File: src/rtl/req_debouncer_pkg.sv
// Shared constants and types for the request input conditioner and its consumers.
package req_debouncer_pkg;

    localparam int DEF_SYNC_STAGES = 2;
    localparam int DEF_DB_CYCLES   = 16;
    localparam int DEF_PRESCALE    = 1000;

    typedef enum logic [1:0] {
        EDGE_NONE = 2'd0,
        EDGE_RISE = 2'd1,
        EDGE_FALL = 2'd2
    } edge_kind_t;

    // Bits needed to hold values 0..n.
    function automatic int cnt_width(input int n);
        return $clog2(n + 1);
    endfunction

endpackage

File: src/rtl/req_debouncer_channel.sv
// One debounced bit: synchroniser chain, stability counter, clean level and edge strobes.
module req_debouncer_channel
    import req_debouncer_pkg::*;
#(
    parameter int SYNC_STAGES = DEF_SYNC_STAGES,
    parameter int DB_CYCLES   = DEF_DB_CYCLES,
    parameter int CNT_W       = cnt_width(DB_CYCLES)
) (
    input  logic clk,
    input  logic rst,
    input  logic din,
    input  logic adv,
    output logic dout,
    output logic rise,
    output logic fall,
    output logic accept
);

    logic [SYNC_STAGES-1:0] sync;
    logic                   s;
    logic [CNT_W-1:0]       cnt;
    edge_kind_t             kind;

    assign s = sync[SYNC_STAGES-1];

    always_ff @(posedge clk or posedge rst) begin
        if (rst) begin
            sync <= '0;
        end else begin
            sync <= {sync[SYNC_STAGES-2:0], din};
        end
    end

    // The new level is accepted on the advance that would complete DB_CYCLES differing advances.
    always_comb begin
        accept = 1'b0;
        kind   = EDGE_NONE;
        if (adv && (s != dout) && (cnt == CNT_W'(DB_CYCLES - 1))) begin
            accept = 1'b1;
            kind   = s ? EDGE_RISE : EDGE_FALL;
        end
    end

    always_ff @(posedge clk or posedge rst) begin
        if (rst) begin
            cnt  <= '0;
            dout <= 1'b0;
            rise <= 1'b0;
            fall <= 1'b0;
        end else begin
            rise <= (kind == EDGE_RISE);
            fall <= (kind == EDGE_FALL);
            if (adv) begin
                if ((s == dout) || accept) begin
                    cnt <= '0;
                end else begin
                    cnt <= cnt + CNT_W'(1);
                end
                if (accept) begin
                    dout <= s;
                end
            end
        end
    end

endmodule

File: src/rtl/req_debouncer.sv
// Multi-channel request debouncer with a shared any_change flag.
// Build option REQ_DEBOUNCER_PRESCALE_EN slows the stability counters with a shared prescaler tick.
module req_debouncer
    import req_debouncer_pkg::*;
#(
    parameter int N_CH        = 4,
    parameter int SYNC_STAGES = DEF_SYNC_STAGES,
    parameter int DB_CYCLES   = DEF_DB_CYCLES
`ifdef REQ_DEBOUNCER_PRESCALE_EN
    ,
    parameter int PRESCALE    = DEF_PRESCALE
`endif
) (
    input  logic            clk,
    input  logic            rst,
    input  logic [N_CH-1:0] din,
    output logic [N_CH-1:0] dout,
    output logic [N_CH-1:0] rise,
    output logic [N_CH-1:0] fall,
    output logic            any_change
);

    localparam int CNT_W = cnt_width(DB_CYCLES);

    logic            adv;
    logic [N_CH-1:0] accept;

`ifdef REQ_DEBOUNCER_PRESCALE_EN
    localparam int PS_W = cnt_width(PRESCALE);

    logic [PS_W-1:0] pre;

    assign adv = (pre == PS_W'(PRESCALE - 1));

    always_ff @(posedge clk or posedge rst) begin
        if (rst) begin
            pre <= '0;
        end else if (adv) begin
            pre <= '0;
        end else begin
            pre <= pre + PS_W'(1);
        end
    end
`else
    assign adv = 1'b1;
`endif

    for (genvar i = 0; i < N_CH; i++) begin : g_ch
        req_debouncer_channel #(
            .SYNC_STAGES (SYNC_STAGES),
            .DB_CYCLES   (DB_CYCLES),
            .CNT_W       (CNT_W)
        ) u_ch (
            .clk    (clk),
            .rst    (rst),
            .din    (din[i]),
            .adv    (adv),
            .dout   (dout[i]),
            .rise   (rise[i]),
            .fall   (fall[i]),
            .accept (accept[i])
        );
    end

    // Registered from the same accept terms as the strobes so it lines up with them.
    always_ff @(posedge clk or posedge rst) begin
        if (rst) begin
            any_change <= 1'b0;
        end else begin
            any_change <= |accept;
        end
    end

endmodule
File: config.mk
export PLATFORM = sky130hd
export DESIGN_NAME = req_debouncer
export DESIGN_NICKNAME = d
export VERILOG_FILES = /design/src/rtl/req_debouncer_pkg.sv /design/src/rtl/req_debouncer_channel.sv /design/src/rtl/req_debouncer.sv
export SDC_FILE = /design/constraint.sdc
export NUM_CORES = 1
export LEC_CHECK = 0
export BUFFER_PORTS_ARGS = -buffer_cell sky130_fd_sc_hd__buf_4
export CORE_MARGIN = 3
export CORE_UTILIZATION = 56
export DETAILED_ROUTE_END_ITERATION = 10
export GPL_ROUTABILITY_DRIVEN = 0
export MAX_ROUTING_LAYER = met4
export PLACE_DENSITY = 0.74
export SLEW_MARGIN = 20
export SYNTH_ARGS = -nofsm -noshare
export SYNTH_HDL_FRONTEND = slang
export SYNTH_SLANG_ARGS = --single-unit
File: constraint.sdc
create_clock -name clk -period 1.9 [get_ports clk]
set_clock_uncertainty 0.15 [all_clocks]
set_input_delay 0 -clock clk [delete_from_list [all_inputs] [get_ports clk]]
set_output_delay 0 -clock clk [all_outputs]
set_load 0.05 [all_outputs]
==> impl_results.md <==
* Finished Layout Cells at 186
* Pre-Repair DR Iteration Count at 4
* Initial antenna violation count at 0
* Final nets at around 170
* HP Class: primary input to flip-flop
* Final TNS setup at 0 ps
* Sw Share at between 20% and 30%
* P_sw at 0.331 mW
* Status: completed
* Clk_lat worst skew at 340 ps
* TritonCTS buffer count at 5
* Hold Path Origin: din[1]
* Post-Route WL at 2.24 mm
* Worst reg2reg setup slack at between 200 and 250 ps
* Startpoint types: flip-flop
* Part of the power in registers at 58.2%
* Reg2Reg Depth at 5
* Antenna cells at 0
* Clock power share at between 30% and 40%
* Largest net degree at the start of global routing at 42
* Post-CTS resize count at 0
* Htree depth at 2
* Seq cells post-synth at 41
* Relative slew slack at 67.7%
* CTS tree: done
* Critical path type: flip-flop to flip-flop
* # port buffers at 18
* Req. time, crit path at just over 2000 ps
* Layout cell share with drive strength beyond 1 at 18.6%
* Initial drt markers at 18
* Die area at 3580 sq um
* Cell area power density at around 860 nW/um^2
* RR Endpoint: g_ch[3].u_ch.cnt[2]$_DFF_PP0_
* Starting Density at slightly above 60%
* Setup crit end kind: flip-flop
* WL per Instance at 12.0 microns
* Static leakage at 0.961 nW
* Post-synth top area cell: dfrtp_1
* Placed instance count at 173
* Combinational fraction of design power at under 10%
* Synth unique cells at 17
* Worst-path clk slew at 110 ps
* Hold depth at 2
* Post-route clock period utilization at 87.1%
* Critical path arrival at ~1800 ps
* Post-synth top area share at 63.3%
* First-pass GRT wire length at 4.06 mm
* Top cells by area, synth: dfrtp_1, ha_1, buf_4
* Max clock buf depth at 2
* Ys flop type: dfrtp_1
* Die X at 59.8 microns
* Grt ovf at 0
* Remaining antenna violation count after routing at 0
* Row cnt at 18
* Max_cap viols at 0
* CTS Hold Bufs at 5
* Final setup vio count at 0
* Vias in the first global route at 969
* Post-CTS setup repair buffer count at 0
* Final core utilization at between 70% and 80%
* Die H at 59.8 microns
* Final Max Slew Viols at 0
* Maximum vdd drop at 0.829 mV
* FF-to-FF Start: g_ch[3].u_ch.cnt[0]$_DFF_PP0_
* DRC Markers at 0
* Root Driver: clkbuf_4
* Fill count at around 190
* Min Tclk post-route at 1660 ps
* IO Count at 19
* Endpoints failing hold at 0
* Vias at 914
* Synth Instances at 136
* Mapped Area at 1620 sq um
* Number of synthesized flops with an enable pin at 0
* Total Power at 1.58 mW
* Setup Slack @ Placement at 266 ps
* Syn avg cell area at 11.9 sq um
* Vias per cell at 4.91
* Area growth syn-to-layout at 13.9%
* RSZ-0062 raised after global routing: false
* Crit path max fanout at 5
* Final setup margin at 245 ps
* Dpl hpwl at 1.57 mm
* Mapped Nets at 150
* Clock tree sinks at 41
* Internal at approximately 1.3 mW
* Fmax achieved at approximately 600 MHz
* FFs w/ async S/R, synth at 100%
* Sink of the worst hold path: g_ch[1].u_ch.sync[0]$_DFF_PP0_
* Post-synthesis sequential area ratio at ~63%
* All-Layer GR Usage at 16.3%
* Core Box Area at 2610 sq um
* Actual slew at the worst max-slew pin at approximately 480 ps
* Synth warnings at 0
[cells by family (layout without fill, tap and decap cells)]
kind of cell	after synthesis	count (layout)	share of synthesized area, %
XOR/XNOR	12	12	6.48
adder cells (fa/ha/maj)	8	8	6.17
AND/OR/NAND/NOR	45	45	13.2
multiplexers	1	1	0.694
buffers and inverters	24	44	8.33
flip-flops	41	41	63.3
AO/OA/AOI/OAI	5	5	1.85
[state kept, by name, indices dropped and copies added, names as in the netlist]
name	flops
g_ch.u_ch.cnt	20
g_ch.u_ch.dout	4
g_ch.u_ch.fall	4
g_ch.u_ch.rise	4
any_change	1
g_ch.u_ch.sync	8
[cell usage in the layout (no fill, tap or decap), drive strengths merged]
cell,count
bufinv,1
a22oi,2
nor3b,3
dlygate4sd3,5
nand2,5
xor2,8
xnor2,4
and3,4
o21ai,3
nand3,4
inv,12
ha,8
dfrtp,41
clkbuf,7
nor2,24
mux2,1
buf,19
nand2b,4
and3b,1
[cell usage after synthesis (all sizes together), types with 2 or more instances]
cell    count
nor2       24
xor2        8
buf        12
nand2       5
and3        4
xnor2       4
dfrtp      41
nor3b       3
o21ai       3
a22oi       2
inv        12
nand2b      4
ha          8
nand3       4
[worst max-delay path, stage by stage (launching register included)]
cell and delay, ps:
dfrtp_1 410, ha_1 240, and3_1 190, ha_1 230, nand2b_2 240, nor2_1 130
[stage by stage]
step / hold slack, ps / cell area (sq um)
3_3_place_gp: -40.4 / 1710
6_report: 160 / 1850
3_5_place_dp: -39.4 / 1710
4_1_cts: 141 / 1850
2_1_floorplan: -119 / 1620
5_1_grt: 125 / 1850
[area by class of cell]
class / count / area (sq um) / share of cell area [%]
Tap cell: 30 / 37.5 / 2.03
Clock inverter: 1 / 30.0 / 1.63
Sequential cell: 41 / 1030 / 55.6
Inverter: 12 / 45.0 / 2.44
Timing Repair Buffer: 24 / 193 / 10.4
Clock buffer: 7 / 55.1 / 2.98
Multi-Input combinational cell: 71 / 460 / 24.9
[power by group through the flow]
stage          combinational [mW]  sequential (mW)  clock [mW]
2_1_floorplan              0.0539            0.934           0
3_3_place_gp               0.0711            0.936           0
3_5_place_dp               0.0756            0.939           0
4_1_cts                    0.0845            0.922       0.589
5_1_grt                    0.0960            0.926       0.631
6_report                   0.0819            0.922       0.579
[worst max path at each step]
| stage | cells after the start | slack, ps | endpoint | from |
|---|---|---|---|---|
| floorplan | 4 | 390 | g_ch[3].u_ch.dout$_DFFE_PP0P_ | g_ch[3].u_ch.cnt[0]$_DFF_PP0_ |
| global placement | 5 | 330 | g_ch[1].u_ch.cnt[3]$_DFF_PP0_ | g_ch[1].u_ch.cnt[0]$_DFF_PP0_ |
| detailed placement | 5 | 270 | g_ch[3].u_ch.cnt[2]$_DFF_PP0_ | g_ch[3].u_ch.cnt[0]$_DFF_PP0_ |
| CTS | 5 | 240 | g_ch[3].u_ch.cnt[2]$_DFF_PP0_ | g_ch[3].u_ch.cnt[0]$_DFF_PP0_ |
| global route | 5 | 140 | g_ch[2].u_ch.cnt[2]$_DFF_PP0_ | g_ch[2].u_ch.cnt[0]$_DFF_PP0_ |
| finish | 5 | 240 | g_ch[3].u_ch.cnt[2]$_DFF_PP0_ | g_ch[3].u_ch.cnt[0]$_DFF_PP0_ |
[layer usage]
metal,up-vias,global-route usage (%),wire length (microns)
met3,6,5.62,121
met1,433,18.2,993
met2,19,25.8,1070
met5,-,-,0
li1,456,-,-
met4,0,8.54,57
No activity file was read; power rests on OpenSTA's default activity.
